## src/rtl/neuron_accumulator_pkg.sv

```systemverilog
// Shared accelerator definitions: FSM state encoding, saturating add and requantize helpers.
// Latency: n/a (types and pure functions only).
// Backpressure: n/a.
package neuron_accumulator_pkg;

   // Working width for the helper functions; callers sign-extend into it and truncate back.
   localparam int MAX_W = 64;

   typedef logic signed [MAX_W-1:0] wide_t;

   // Neuron job FSM encoding (kept as plain constants for legacy tooling compatibility).
   typedef logic [1:0] state_t;
   localparam state_t ST_IDLE   = 2'd0;
   localparam state_t ST_ACCUM  = 2'd1;
   localparam state_t ST_FINISH = 2'd2;
   localparam state_t ST_OUT    = 2'd3;

   // Signed add clipped to a 'width'-bit two's-complement range; clip flags saturation.
   // Operands must already fit in 'width' bits, so the MAX_W sum itself never overflows.
   function automatic wide_t sat_add(input wide_t a, input wide_t b, input int width,
                                     output logic clip);
      wide_t sum;
      wide_t hi;
      wide_t lo;
      sum  = a + b;
      hi   = (64'sd1 <<< (width - 1)) - 64'sd1;
      lo   = -(64'sd1 <<< (width - 1));
      clip = 1'b0;
      if (sum > hi) begin
         sum  = hi;
         clip = 1'b1;
      end else if (sum < lo) begin
         sum  = lo;
         clip = 1'b1;
      end
      return sum;
   endfunction

   // Round half toward +inf, arithmetic right shift, then clip to an 'out_width'-bit signed range.
   // Adding the half-LSB before an arithmetic shift gives floor(x + 0.5) for both signs.
   function automatic wide_t round_shift_clip(input wide_t a, input int frac_shift,
                                              input int out_width, output logic clip);
      wide_t r;
      wide_t hi;
      wide_t lo;
      r    = (a + (64'sd1 <<< (frac_shift - 1))) >>> frac_shift;
      hi   = (64'sd1 <<< (out_width - 1)) - 64'sd1;
      lo   = -(64'sd1 <<< (out_width - 1));
      clip = 1'b0;
      if (r > hi) begin
         r    = hi;
         clip = 1'b1;
      end else if (r < lo) begin
         r    = lo;
         clip = 1'b1;
      end
      return r;
   endfunction

endpackage

```

## src/rtl/neuron_accumulator_requant_round_sat.sv

```systemverilog
// Combinational requantizer: round, arithmetic shift and clip a wide accumulator to OUT_WIDTH.
// Latency: zero cycles (pure combinational).
// Backpressure: none; the parent registers the result.
module requant_round_sat
   import neuron_accumulator_pkg::*;
#(
   parameter int ACC_WIDTH  = 24,
   parameter int OUT_WIDTH  = 8,
   parameter int FRAC_SHIFT = 7
) (
   input  logic signed [ACC_WIDTH-1:0] acc,
   output logic signed [OUT_WIDTH-1:0] res,
   output logic                        clip
);

   wide_t r_wide;
   logic  unused_r_hi;

   // Evaluate the shared round/shift/clip helper on the sign-extended accumulator.
   always_comb begin
      r_wide = round_shift_clip(wide_t'(acc), FRAC_SHIFT, OUT_WIDTH, clip);
      res    = r_wide[OUT_WIDTH-1:0];
   end

   // Upper bits are pure sign extension after the clip and carry no information.
   assign unused_r_hi = ^r_wide[MAX_W-1:OUT_WIDTH];

endmodule

```

## src/rtl/neuron_accumulator.sv

```systemverilog
// Per-neuron accumulator: bias + sum of products, then round/shift/saturate to activation width.
// Latency: last product accepted -> one FINISH cycle -> out_valid on the following edge.
// Backpressure: prod_ready only in ACCUM; result held in OUT until out_ready handshake.
module neuron_accumulator
   import neuron_accumulator_pkg::*;
#(
   parameter int PROD_WIDTH = 16,
   parameter int ACC_WIDTH  = 24,
   parameter int OUT_WIDTH  = 8,
   parameter int FRAC_SHIFT = 7,
   parameter int CNT_WIDTH  = 9
) (
   input  logic                         clk,
   input  logic                         rst_n,
   input  logic                         start,
   input  logic        [CNT_WIDTH-1:0]  num_terms,
   input  logic signed [ACC_WIDTH-1:0]  bias,
   input  logic                         prod_valid,
   output logic                         prod_ready,
   input  logic signed [PROD_WIDTH-1:0] prod_data,
   output logic                         out_valid,
   input  logic                         out_ready,
   output logic signed [OUT_WIDTH-1:0]  out_data,
   output logic                         busy,
   output logic                         sat
);

   state_t                      state;
   logic signed [ACC_WIDTH-1:0] acc;
   logic        [CNT_WIDTH-1:0] cnt;
   logic        [CNT_WIDTH-1:0] terms;

   wide_t                       add_wide;
   logic                        add_clip;
   logic signed [ACC_WIDTH-1:0] acc_sum;
   logic                        unused_add_hi;

   logic signed [OUT_WIDTH-1:0] rq_res;
   logic                        rq_clip;

   logic                        prod_fire;
   logic                        last_beat;

   // Saturating accumulate of the incoming product into the running sum.
   always_comb begin
      add_wide = sat_add(wide_t'(acc), wide_t'(prod_data), ACC_WIDTH, add_clip);
      acc_sum  = add_wide[ACC_WIDTH-1:0];
   end

   // Bits above ACC_WIDTH only repeat the sign after clipping.
   assign unused_add_hi = ^add_wide[MAX_W-1:ACC_WIDTH];

   // Requantizer sees the registered accumulator; its result is captured in FINISH.
   requant_round_sat #(
      .ACC_WIDTH  (ACC_WIDTH),
      .OUT_WIDTH  (OUT_WIDTH),
      .FRAC_SHIFT (FRAC_SHIFT)
   ) u_requant (
      .acc  (acc),
      .res  (rq_res),
      .clip (rq_clip)
   );

   // Handshake flags derive only from registered state, so no input feeds an output combinationally.
   always_comb begin
      prod_ready = (state == ST_ACCUM);
      busy       = (state != ST_IDLE);
      prod_fire  = prod_ready && prod_valid;
      last_beat  = (cnt == (terms - 1'b1));
   end

   // Job FSM plus accumulator, beat counter, sticky saturation flag and output register.
   always_ff @(posedge clk) begin
      if (!rst_n) begin
         state     <= ST_IDLE;
         acc       <= '0;
         cnt       <= '0;
         terms     <= '0;
         sat       <= 1'b0;
         out_valid <= 1'b0;
         out_data  <= '0;
      end else begin
         case (state)
            ST_IDLE: begin
               if (start) begin
                  terms <= num_terms;
                  acc   <= bias;
                  cnt   <= '0;
                  sat   <= 1'b0;
                  state <= (num_terms == '0) ? ST_FINISH : ST_ACCUM;
               end
            end
            ST_ACCUM: begin
               if (prod_fire) begin
                  acc <= acc_sum;
                  sat <= sat | add_clip;
                  cnt <= cnt + 1'b1;
                  if (last_beat) begin
                     state <= ST_FINISH;
                  end
               end
            end
            ST_FINISH: begin
               out_data  <= rq_res;
               sat       <= sat | rq_clip;
               out_valid <= 1'b1;
               state     <= ST_OUT;
            end
            default: begin
               if (out_ready) begin
                  out_valid <= 1'b0;
                  state     <= ST_IDLE;
               end
            end
         endcase
      end
   end

endmodule

```

## config.mk

```make
export PLATFORM = sky130hd
export DESIGN_NAME = neuron_accumulator
export DESIGN_NICKNAME = d
export VERILOG_FILES = /design/src/rtl/neuron_accumulator_pkg.sv /design/src/rtl/neuron_accumulator_requant_round_sat.sv /design/src/rtl/neuron_accumulator.sv
export SDC_FILE = /design/constraint.sdc
export NUM_CORES = 1
export LEC_CHECK = 0
export BUFFER_PORTS_ARGS = -buffer_cell sky130_fd_sc_hd__buf_4
export CAP_MARGIN = 10
export CORE_AREA = 2 2 125 127
export CTS_CLUSTER_SIZE = 25
export DETAILED_ROUTE_END_ITERATION = 12
export DIE_AREA = 0 0 127 129
export PLACE_DENSITY_LB_ADDON = 0.05
export SETUP_SLACK_MARGIN = 0.05
export SLEW_MARGIN = 25
export SYNTH_ARGS = -nofsm -noshare
export SYNTH_HDL_FRONTEND = slang
export SYNTH_SLANG_ARGS = --single-unit
export TNS_END_PERCENT = 100
```

## constraint.sdc

```tcl
create_clock -name clk -period 5.7 [get_ports clk]
set_input_delay 0.57 -clock clk [delete_from_list [all_inputs] [get_ports clk]]
set_output_delay 0.57 -clock clk [all_outputs]
set_load 0.03 [all_outputs]
```

# --- Word level (Yosys, flattened, before mapping) ---
# Index checks and enable logic that the tools add are counted.
totals:
  register_bits: 54
  wordCells: 63
  in_bits: 54
op_classes:
  order_cmp: 4
  eq_ne: 6
  addsub: 4
  bitwise_logic: 3
  n_reduce_logical: 14
  n_mux: 25
ops:
  columns: ["cell", "n"]
  rows:
  - ["2-to-1 mux 24 bit", 4]
  - ["case mux 24 bit (2 select lines)", 1]
  - ["adder 24 x 16 -> 25 bit", 1]
  - ["adder 24 x 8 -> 25 bit (second input constant)", 1]
  - ["> comparator 25 x 24 -> 1 bit (second input constant)", 1]
  - ["less-than comparator 25 x 24 -> 1 bit (second input constant)", 1]
  - ["> comparator 18 x 8 -> 1 bit (second input constant)", 1]
  - ["less-than comparator 18 x 8 -> 1 bit (second input constant)", 1]
  - ["2-to-1 mux 9 bit", 2]
  - ["case mux 9 bit (2 select lines)", 1]
  - ["2-to-1 mux 8 bit", 2]
  - ["2-to-1 mux 2 bit", 5]
  - ["adder 9 x 1 -> 9 bit (second input constant)", 1]
  - ["equality test 9 bit", 1]
  - ["logical NOT 9 bit", 1]
  - ["subtractor 9 x 1 -> 9 bit (second input constant)", 1]
  - ["2-to-1 mux 1 bit", 7]
  - ["case mux 2 bit (3 select lines)", 1]
  - ["AND reduction 3 bit", 2]
  - ["nonzero test 2 bit", 3]
  - ["inequality test 2 x 1 -> 1 bit (second input constant)", 2]
  - ["AND reduction 2 bit", 2]
  - ["AND reduction 4 bit", 1]
  - ["nonzero test 4 bit", 1]
  - ["other kinds (11)", 12]

# --- Depth between registers and ports, before layout ---
# Gate-level depths: netlist of run 1.
logic_depth:
  ltp_word: 7
  mapped_depth: 13
  depth_no_buf: 12

# --- Hierarchy ---
# From an unflattened synthesis of run 1, not the netlist that was laid out.
hier_totals:
  hier_cells: 613
  hier_area_um2: 4798.4
by_module_without_submodules:
  columns: ["mod", "cells_per_inst", "area_each_um2", "instances"]
  rows:
  - ["neuron_accumulator", 541, 4317.9, 1]
  - ["requant_round_sat", 72, 480.5, 1]

# --- Least setup slack after synthesis of run 1 ---
# OpenSTA, ideal clock, no wires.
synth_path:
  path_type: "in2reg"
  startpoint: "input port prod_data[8]"
  endpoint: "register acc[16]"
  arrival_time_ns: 2.678
  path_slack_ns: 2.905
  setup_ns: 0.117
  cell_stages: 11
  cell_sequence: "ha_1 -> a21oi_1 -> nor2b_1 -> a311oi_2 -> a21oi_2 -> o21a_2 -> nor2_2 -> mux2i_2 -> buf_2 -> o21ai_1 -> a22o_1"
synth_between:
  elab_chain_len: 6
synth_rtl:
  columns: ["item", "line_no", "text"]
  rows:
  - ["from (decl)", "neuron_accumulator.sv:20", "input logic signed [PROD_WIDTH-1:0] prod_data,"]
  - ["adder 24 x 16 -> 25 bit *", "neuron_accumulator_pkg.sv:25", "sum = a + b;"]
  - ["less-than comparator 25 x 24 -> 1 bit", "neuron_accumulator_pkg.sv:32", "end else if (sum < lo) begin"]
  - ["2-to-1 mux 24 bit", "neuron_accumulator_pkg.sv:32", null]
  - ["2-to-1 mux 24 bit *", "neuron_accumulator_pkg.sv:29", "if (sum > hi) begin"]
  - ["2-to-1 mux 24 bit *", "neuron_accumulator.sv:94", "if (prod_fire) begin"]
  - ["case mux 24 bit (2 select lines) *", "neuron_accumulator.sv:83", "case (state)"]
  - ["to (signal assigned)", "neuron_accumulator.sv:87", "acc <= bias;"]
  - ["to (signal assigned)", "neuron_accumulator.sv:95", "acc <= acc_sum;"]
  - ["to (decl)", "neuron_accumulator.sv:29", "logic signed [ACC_WIDTH-1:0] acc;"]
# Mark *: on every way between the ends. The rest lies on a longest branch, timed or not. The select of a mux whose other input is x is not followed.
# A chain may end at the register's enable or synchronous reset.

# --- Worst setup path in the final report of run 1 ---
layout_path:
  startpoint: "register acc[8]"
  endpoint: "register acc[4]"
layout_between:
  elab_chain_len: 6
layout_rtl:
  columns: ["item", "line_no"]
  rows:
  - ["adder 24 x 16 -> 25 bit *", "neuron_accumulator_pkg.sv:25"]
  - ["less-than comparator 25 x 24 -> 1 bit", "neuron_accumulator_pkg.sv:32"]
  - ["2-to-1 mux 24 bit", "neuron_accumulator_pkg.sv:32"]
  - ["2-to-1 mux 24 bit *", "neuron_accumulator_pkg.sv:29"]
  - ["2-to-1 mux 24 bit *", "neuron_accumulator.sv:94"]
  - ["case mux 24 bit (2 select lines) *", "neuron_accumulator.sv:83"]
# Marks and branches as above.

==> impl_metrics.tcl, run 1 <==
set metrics [dict create \
    postCtsSetupRepairBufs 0 \
    grt_max_degree 29 \
    area_growth_pct 17.74 \
    finalPower_mw 2.559 \
    grt_usage 0.1639 \
    syn_avg_cell_area_sq_um 7.408 \
    crit_start "acc[8]" \
    crit_slowest_cell "nor3b_2" \
    crit_top_cell "o21ai_1" \
    io_pins 66 \
    yosys_warnings 0 \
    rrSetupSlack_ps 2490 \
    dpl-instance-area_sq_um 5045 \
    finalSetupViolCount 0 \
    fin_util 0.3459 \
    multi_input_area_sq_um 3143 \
    power.internal_mw 1.301 \
    synthXorXnorAreaFrac 0.09355 \
    max_freq_mhz 311.2 \
    crit_chain "ha_1 -> a21oi_1 -> nor2b_1 -> a311oi_2 -> a21oi_2 -> o21a_2 -> o21ai_1 -> nor3b_2 -> buf_4 -> o21ai_1 -> a22o_1" \
    timing.rr.start "acc[8]" \
    worstSetupPathType "flip-flop to flip-flop" \
    layout_common_cells "95 x nor2_1, 70 x buf_4, 55 x nand2_1, 54 x dfxtp_1, 44 x a21oi_1" \
    critical_path.endpoint_type "flip-flop" \
    power_frac_seq 0.268 \
    antenna_cells 0 \
    r2r_cells 11 \
    muxShareOfSynthArea 0.009952 \
    hold_viol_final 0 \
    cts_tree "done" \
    htree_levels 2 \
    clk_pin_slew_ps 70 \
    final_common_cell "nor2_1" \
    netlist_top_cells_area "dfxtp_1 25%, ha_1 8.8%, nor2_1 8.1%, a21oi_1 5.0%, xnor2_1 4.8%" \
    cts_inserted_buffers 5 \
    synth_top_family_by_area "compound AO/OA/AOI/OAI gates" \
    power.density_nw_per_um2 493.9 \
    power_switching_mw 1.258 \
    core_sq_um 14980 \
    fp.dieH_um 129 \
    fin_crit_sh 0.5638 \
    cts_sinks 54 \
    ant_nets 0 \
    place.gp.congestion 0.8167 \
    outcome "complete, no violations" \
    synth_compound_area_frac 0.2639 \
    cts_buffer_depth 2 \
    yosysUniqueCellTypes 63 \
    yosys.area_share.simple 0.2542 \
    fin_crit_ps 3214 \
    nets 731 \
    die_w_um 127 \
    postCtsHoldBufs 0 \
    final_cell_area_sq_um 5181 \
    tightest_slew_ps 758.8 \
    crit_path_end "acc[4]" \
    nFillCells 1619 \
    clk_latency_ps 290 \
    post-synth-top-area-fraction 0.2457 \
    initial_core_util 0.2938 \
    power_frac_comb 0.613 \
    synth_flop_cell "dfxtp_1" \
    hold_start "terms[8]" \
    layout-drive-gt1-share 0.1380 \
    wire_per_inst_um 15.91 \
    r2r-end "acc[4]" \
    grt_pass1_vias 4194 \
    drc 0 \
    switching_share 0.4916 \
    grt_pass1_wl_mm 21.60 \
    num_vias 4337 \
    synth_cells 594 \
    async_flop_share 0 \
    syn_nets 680 \
    slowest_delay_ps 530 \
    routed_wl_mm 13.26 \
    first_pass_iters 4 \
    drv_cap 0 \
    p_clk_frac 0.119 \
    synth.largest_area_cell "dfxtp_1" \
    rows 45 \
    p_leak_nw 2.111 \
    synth_area_sq_um 4400 \
    synth_seq_area_share 0.2457 \
    holdCritPathClass "flip-flop to flip-flop" \
    cts_root_buf "clkbuf_16" \
    die_area_sq_um 16380 \
    critical_path_required_ps 5890 \
    hpwl_mm 10.64 \
    path_max_fanout 13 \
    fin_skew_ps 5.098 \
    stdcell_count 833 \
    viasPerCell 5.206 \
    synthAdderAreaFrac 0.09269 \
    cts_resized 0 \
    critPathLaunchType "flip-flop" \
    synth-seq-cells 54 \
    numPortBuffers 65 \
    regArea_sq_um 1081 \
    rsz0062_at_grt "false" \
    drv_slew 0 \
    synth-edff-count 0 \
    grt_overflow_total 0 \
    setup_tns_ps 0 \
    slew_headroom 0.4929 \
    drt_iter0_drc 165 \
    ir_drop_mv 0.1606 \
    antenna_found_initial 0 \
    dp_cells 826 \
    cp.arrival_ps 3400 \
]
stage by stage:
| stage | hold WS, ps | setup WS, ps |
|---|---|---|
| 3_3_place_gp | 458.0 | 2374 |
| 5_1_grt | 495.5 | 2176 |
| 6_report | 470.7 | 2486 |
| 3_5_place_dp | 462.1 | 2291 |
| 4_1_cts | 473.1 | 2496 |
| 2_1_floorplan | 444.7 | 2905 |
registers in the layout (all words and copies together), names as in the netlist:
signal and count:
acc 24, cnt 9, terms 9, out_data 8, state 2, out_valid 1
sat 1
per-layer routing:
metal	routed length, um	up-vias	GRT usage
li1	-	2251	-
met1	6380	2014	0.2226
met2	6301	60	0.2774
met3	349	12	0.01788
met4	225	0	0.04525
met5	0	-	0
logic make-up after synthesis:
family,count (synthesis)
adders and majority gates,32
AOI/OAI and AO/OA,180
DFF,54
xor gates and xnor gates,47
and+or+nand+nor,235
muxes,4
buffers and inverters,42
Yosys cell counts, types with 2 or more instances:
master    number
nor2_1        95
nand2_1       55
dfxtp_1       54
a21oi_1       44
ha_1          31
o21ai_1       27
xnor2_1       24
xor2_1        23
o21ai_0       22
a22o_1        21
clkbuf_1      18
nand3_1       18
inv_1         15
a21o_1        11
nor3_1        10
a31oi_1        9
nand4_1        9
and3_1         8
o211ai_1       7
nor4_1         6
o22ai_1        6
and2_1         5
buf_2          5
nand2b_1       5
o21a_1         5
a211oi_1       4
and4_1         4
a211o_1        3
a22oi_1        3
mux2i_1        3
nand3b_1       3
or3_1          3
or4_1          3
a21boi_0       2
a21boi_1       2
nor2b_1        2
o311ai_0       2
or2_2          2
final cells by class:
class                      count  share of cell area
clock inverter                 1            0.001449
clock buffer                   6             0.02487
sequential                    54              0.2086
tap                          188             0.04540
inverter                      16             0.01159
multi-input combinational    498              0.6066
timing repair buffer          70              0.1014
how the worst min path moves through the flow:
| stage | endpoint | slack (ps) | depth (start not counted) |
|---|---|---|---|
| global placement | terms[8] | 460 | 2 |
| detailed placement | terms[8] | 460 | 2 |
| finish | terms[8] | 470 | 2 |
| global route | terms[7] | 500 | 2 |
| floorplan | terms[7] | 440 | 2 |
| CTS | terms[8] | 470 | 2 |
power groups by stage:
stage,Combinational (mW),Sequential (mW),Clock [mW]
final,1.57,0.687,0.303
after global routing,1.75,0.709,0.330
after CTS,1.57,0.685,0.314
after detailed placement,1.57,0.693,0
after global placement,1.57,0.692,0
after floorplan,1.18,0.648,0
worst max-delay path: cells and delay by family, from the launching register on:
| kind | cells | cell delay [ps] |
|---|---|---|
| simple gates | 2 | 620 |
| fa+ha+maj | 1 | 350 |
| buf+inv | 1 | 290 |
| compound gates | 7 | 1320 |
| flops | 1 | 510 |
No activity file was read; power rests on OpenSTA's default activity.
==> inputs of run 2 (changes only) <==
Clock period 5.7 ns to 2.7 ns, I/O delays scaled along.
==> impl_metrics.tcl, run 2 (synthesis results as in run 1) <==
set metrics [dict create \
    outcome "complete, no violations" \
    postCtsHoldBufs 0 \
    hold_start "num_terms[7]" \
    max_freq_mhz 376.0 \
    htree_levels 2 \
    clk_latency_ps 310 \
    critical_path_required_ps 2910 \
    largest_reg_flops 24 \
    fin_skew_ps 8.253 \
    p_leak_nw 2.478 \
    nets 793 \
    grt_pass1_wl_mm 22.80 \
    cts_tree "done" \
    final_common_cell "buf_4" \
    crit_slowest_cell "dfxtp_2" \
    antenna_found_initial 0 \
    slew_headroom 0.6101 \
    cts_root_buf "clkbuf_16" \
    grt_overflow_total 0 \
    grt_max_degree 24 \
    path_depth 12 \
    initial_core_util 0.2938 \
    rows 45 \
    viasPerCell 5.160 \
    layout-drive-gt1-share 0.2811 \
    tightest_slew_ps 577.5 \
    regMostFlops "acc" \
    hpwl_mm 11.39 \
    routed_wl_mm 14.71 \
    cts_sinks 54 \
    critical_path.endpoint_type "flip-flop" \
    timing.rr.start "acc[1]" \
    crit_family "compound AO/OA/AOI/OAI gates" \
    cp.arrival_ps 2870 \
    fp.dieH_um 129 \
    antenna_cells 0 \
    holdPathEnd "terms[7]" \
    r2r-end "acc[18]" \
    layout_common_cells "124 x buf_4, 93 x nor2_1, 52 x nand2_1, 49 x dfxtp_1, 36 x a21oi_1" \
    cts_buffer_depth 2 \
    finalSetupViolCount 0 \
    first_pass_iters 5 \
    hold_ws_ps 214.2 \
    path_max_fanout 7 \
    die_area_sq_um 16380 \
    drv_slew 0 \
    num_vias 4623 \
    cts_inserted_buffers 5 \
    die_w_um 127 \
    slowest_delay_ps 350 \
    ir_drop_mv 0.3504 \
    area_growth_pct 35.66 \
    holdCritPathClass "primary input to flip-flop" \
    holdPathStages 3 \
    core_sq_um 14980 \
    wire_per_inst_um 16.42 \
    clk_pin_slew_ps 80 \
    grt_pass1_vias 4477 \
    hold_viol_final 0 \
    worstSetupPathType "flip-flop to flip-flop" \
    drc 0 \
    finalPower_mw 6.443 \
    rsz0062_at_grt "true" \
    io_pins 66 \
    crit_chain "ha_4 -> a21o_1 -> nand4_1 -> a211o_1 -> a21oi_2 -> o21a_2 -> buf_6 -> nor4b_2 -> nor3b_2 -> buf_4 -> o211ai_1 -> and3_1" \
    grt_usage 0.1749 \
    setup_tns_ps 0 \
    drt_iter0_drc 209 \
    cp.buffers_inverters 2 \
    top_regs "acc (24), cnt (9), terms (9)" \
    rrSetupSlack_ps 40 \
    numPortBuffers 65 \
    dp_cells 878 \
    fin_crit_sh 0.9850 \
    ant_nets 0 \
    drv_cap 0 \
    power.density_nw_per_um2 1079 \
    fin_crit_ps 2659 \
    stdcell_count 896 \
    critPathLaunchType "flip-flop" \
    place.gp.congestion 0.8930 \
    r2r_cells 12 \
]
-- run 2: cell types whose count changed in the layout (fill, tap and decap cells not counted), moves of 7 or more --
cell and change:
buf_4 +54, o21ai_2 +10, a21oi_1 -8, ha_1 -8, a21oi_2 +7, o21ai_1 -7
-- run 2: repair_timing --
item / in CTS / in global routing
pin swaps: 15 / 21
endpoints found under the setup margin: 23 / 28
resized for setup: 13 / 46
buffers inserted: 2 / 6
gates cloned: 0 / 3
-- run 2: worst reg2reg max path, cell delays in order, from the launching register on --
cell      delay [ps]
dfxtp_2          350
ha_4             250
a21o_1           140
nand4_1          140
a211o_1          340
a21oi_2          180
o21a_2           210
buf_6            110
nor4b_2           40
nor3b_2          300
buf_4            220
o211ai_1         100
and3_1           190
-- run 2: per-layer routing --
| metal | vias to the layer above | global-route usage | share of wire |
|---|---|---|---|
| li1 | 2377 | - | - |
| met3 | 12 | 0.01705 | 0.028 |
| met2 | 72 | 0.3150 | 0.49 |
| met1 | 2162 | 0.2232 | 0.46 |
| met5 | - | 0 | 0 |
| met4 | 0 | 0.04913 | 0.015 |
-- run 2: metrics by stage --
step / area [sq um] / setup slack [ps] / utilization
3_5_place_dp: 5448 / -63.32 / 0.3637
5_1_grt: 5969 / -50.30 / 0.3986
3_3_place_gp: 5448 / -9.543 / 0.3637
2_1_floorplan: 4400 / 93.42 / -
4_1_cts: 5664 / 20.26 / 0.3782
6_report: 5969 / 40.57 / 0.3986
-- run 2: how the worst max path moves through the flow --
stage | end | start | slack, ps
after CTS | acc[18] | acc[0] | 20
final | acc[18] | acc[1] | 40
after global placement | acc[2] | prod_data[15] | -10
after global routing | acc[18] | acc[1] | -50
after floorplan | acc[16] | acc[8] | 90
after detailed placement | acc[18] | prod_data[0] | -60
-- run 2: area by class of cell --
cell class / count / area, sq um
Fill cell: 1573 / 9007
Timing Repair Buffer: 132 / 1057
Clock inverter: 3 / 28.78
Inverter: 16 / 60.06
Clock buffer: 5 / 125.1
Multi-Input combinational cell: 498 / 3376
Sequential cell: 54 / 1087
Tap cell: 188 / 235.2
-- run 2: power breakdown --
group,internal [mW],switching (mW)
Clock,0.356,0.352
Combinational,2.02,2.44
Sequential,1.06,0.222
==> inputs of run 3 (changes only) <==
Settings changed: CORE_AREA 2 2 125 127 to 2 2 99 173, DIE_AREA 0 0 127 129 to 0 0 101 175, SYNTH_HIERARCHICAL from default to 1.
==> impl_metrics.tcl, run 3 <==
set metrics [dict create \
    top_regs "acc (24), cnt (9), terms (9)" \
    finalPower_mw 6.805 \
    final_cell_area_sq_um 6699 \
    grt_usage 0.2047 \
    syn_avg_cell_area_sq_um 7.828 \
    crit_chain "ha_4 -> nand4_1 -> buf_4 -> nor4_4 -> a21oi_2 -> o211a_4 -> o41a_1 -> buf_12 -> a311oi_2 -> o21ai_1" \
    initial_core_util 0.2945 \
    postCtsHoldBufs 0 \
    layout_common_cells "177 x buf_4, 69 x nand2_1, 45 x dfxtp_1, 35 x nor2_1, 31 x o21ai_0" \
    synth_seq_area_share 0.2253 \
    critPathLaunchType "flip-flop" \
    regArea_sq_um 1092 \
    max_freq_mhz 383.1 \
    fin_crit_ps 2610 \
    clk_latency_ps 300 \
    ir_drop_mv 0.4030 \
    yosys.area_share.simple 0.2462 \
    synth_area_sq_um 4798 \
    viasPerCell 5.299 \
    post-synth-top-area-fraction 0.2253 \
    place.gp.congestion 0.8790 \
    drt_iter0_drc 123 \
    path_max_fanout 18 \
    num_vias 5103 \
    routed_wl_mm 18.00 \
    layout-drive-gt1-share 0.3372 \
    antenna_cells 0 \
    cts_root_buf "clkbuf_16" \
    finalSetupViolCount 0 \
    area_growth_pct 39.61 \
    cts_sinks 54 \
    cts_tree "done" \
    syn_nets 699 \
    synth_flop_cell "dfxtp_1" \
    netlist_top_cells_area "dfxtp_1 23%, ha_1 8.1%, nand2_1 5.4%, a211oi_2 4.7%, xor2_1 4.2%" \
    hpwl_mm 15.07 \
    crit_family "compound AO/OA/AOI/OAI gates" \
    drc 0 \
    cp.arrival_ps 2800 \
    setup_tns_ps 0 \
    synthAdderAreaFrac 0.08501 \
    wire_per_inst_um 18.69 \
    hold_viol_final 0 \
    nets 856 \
    hold_ws_ps 244.1 \
    crit_slowest_cell "o41a_1" \
    tightest_slew_ps 623.5 \
    rows 62 \
    critical_path.endpoint_type "flip-flop" \
    yosys_warnings 6 \
    synth_cells 613 \
    synth_top_family_by_area "compound AO/OA/AOI/OAI gates" \
    largest_reg_flops 24 \
    synth_common_cells "69 x nand2_1, 54 x dfxtp_1, 37 x nor2_1" \
    regMostFlops "acc" \
    stdcell_count 963 \
    outcome "complete, no violations" \
    nFillCells 1688 \
    slowest_delay_ps 460 \
    grt_max_degree 30 \
    cts_inserted_buffers 5 \
    synth-edff-count 0 \
    io_pins 66 \
    grt_pass1_vias 5254 \
    cp.buffers_inverters 2 \
    yosysUniqueCellTypes 73 \
    first_pass_iters 4 \
    die_area_sq_um 17680 \
    rsz0062_at_grt "true" \
    htree_levels 2 \
    grt_overflow_total 0 \
    cts_buffer_depth 2 \
    grt_pass1_wl_mm 27.92 \
    synth.largest_area_cell "dfxtp_1" \
    drv_cap 0 \
    worstSetupPathType "flip-flop to flip-flop" \
    critical_path_required_ps 2890 \
    drv_slew 0 \
    core_sq_um 16290 \
    dp_cells 946 \
    fin_crit_sh 0.9667 \
    fp.dieH_um 175 \
    muxShareOfSynthArea 0.02555 \
    die_w_um 101 \
    numPortBuffers 65 \
    dpl-instance-area_sq_um 6241 \
    clk_pin_slew_ps 80 \
    async_flop_share 0 \
    power.density_nw_per_um2 1016 \
    synthXorXnorAreaFrac 0.07849 \
    synth_compound_area_frac 0.2923 \
    ant_nets 0 \
    p_leak_nw 2.714 \
    yosysMostFrequentCell "nand2_1" \
    fin_skew_ps 8.079 \
    multi_input_area_sq_um 3732 \
    synth-seq-cells 54 \
    slew_headroom 0.5789 \
    holdCritPathClass "primary input to flip-flop" \
    final_common_cell "buf_4" \
    antenna_found_initial 0 \
]
## run 3: final timing paths
check,to,cells past startpoint,slack [ps],start
worst max-delay path,acc[6],10,90,acc[10]
worst min-delay path,terms[3],3,240,num_terms[3]
worst max register to register,acc[6],10,90,acc[10]
worst min register to register,acc[2],2,460,acc[2]
## run 3: final cells by class
type	count	area share
Tap cell	192	0.03586
Clock buffer	5	0.01868
Multi-Input combinational cell	507	0.5572
Inverter	21	0.01177
Timing Repair Buffer	181	0.2103
Clock inverter	3	0.003175
Sequential cell	54	0.1631
## run 3: report_power, final
part	switching, mW	internal (mW)
Combinational	2.65	2.22
Clock	0.332	0.345
Sequential	0.222	1.03
Total	3.20	3.60
## run 3: worst reg2reg max path, delay by kind of cell (launching register included)
kind | cells | cell delay, ps
flip-flops | 1 | 350
AO/OA/AOI/OAI | 5 | 1210
adder cells (fa/ha/maj) | 1 | 290
AND/OR/NAND/NOR | 2 | 300
buffers and inverters | 2 | 350
## run 3: what timing repair did
item	in CTS	in global routing
pin swaps	7	14
setup buffers	2	7
endpoints found under the setup margin	13	34
gates resized for setup	12	30
## run 3: metrics by stage
stage                 util  worst slack [ps]
CTS                 0.3991             55.23
finish              0.4112             89.83
global placement    0.3831            -51.88
floorplan                -             81.29
detailed placement  0.3831            -109.6
global route        0.4112             4.531
## run 3: kinds of logic (layout without fill, tap and decap cells)
kind of cell / after synthesis / in the layout
AND/OR/NAND/NOR: 224 / 224
adder cells (fa/ha/maj): 32 / 32
XOR/XNOR: 43 / 43
AO/OA/AOI/OAI: 196 / 196
buffers and inverters: 52 / 210
multiplexers: 12 / 12
flip-flops: 54 / 54
## run 3: routing by layer
metal	part of all wire	wire, um	GRT usage
met2	0.58	10420	0.4158
met1	0.37	6642	0.2130
met3	0.023	406	0.01400
met4	0.030	532	0.06475
met5	0	0	0
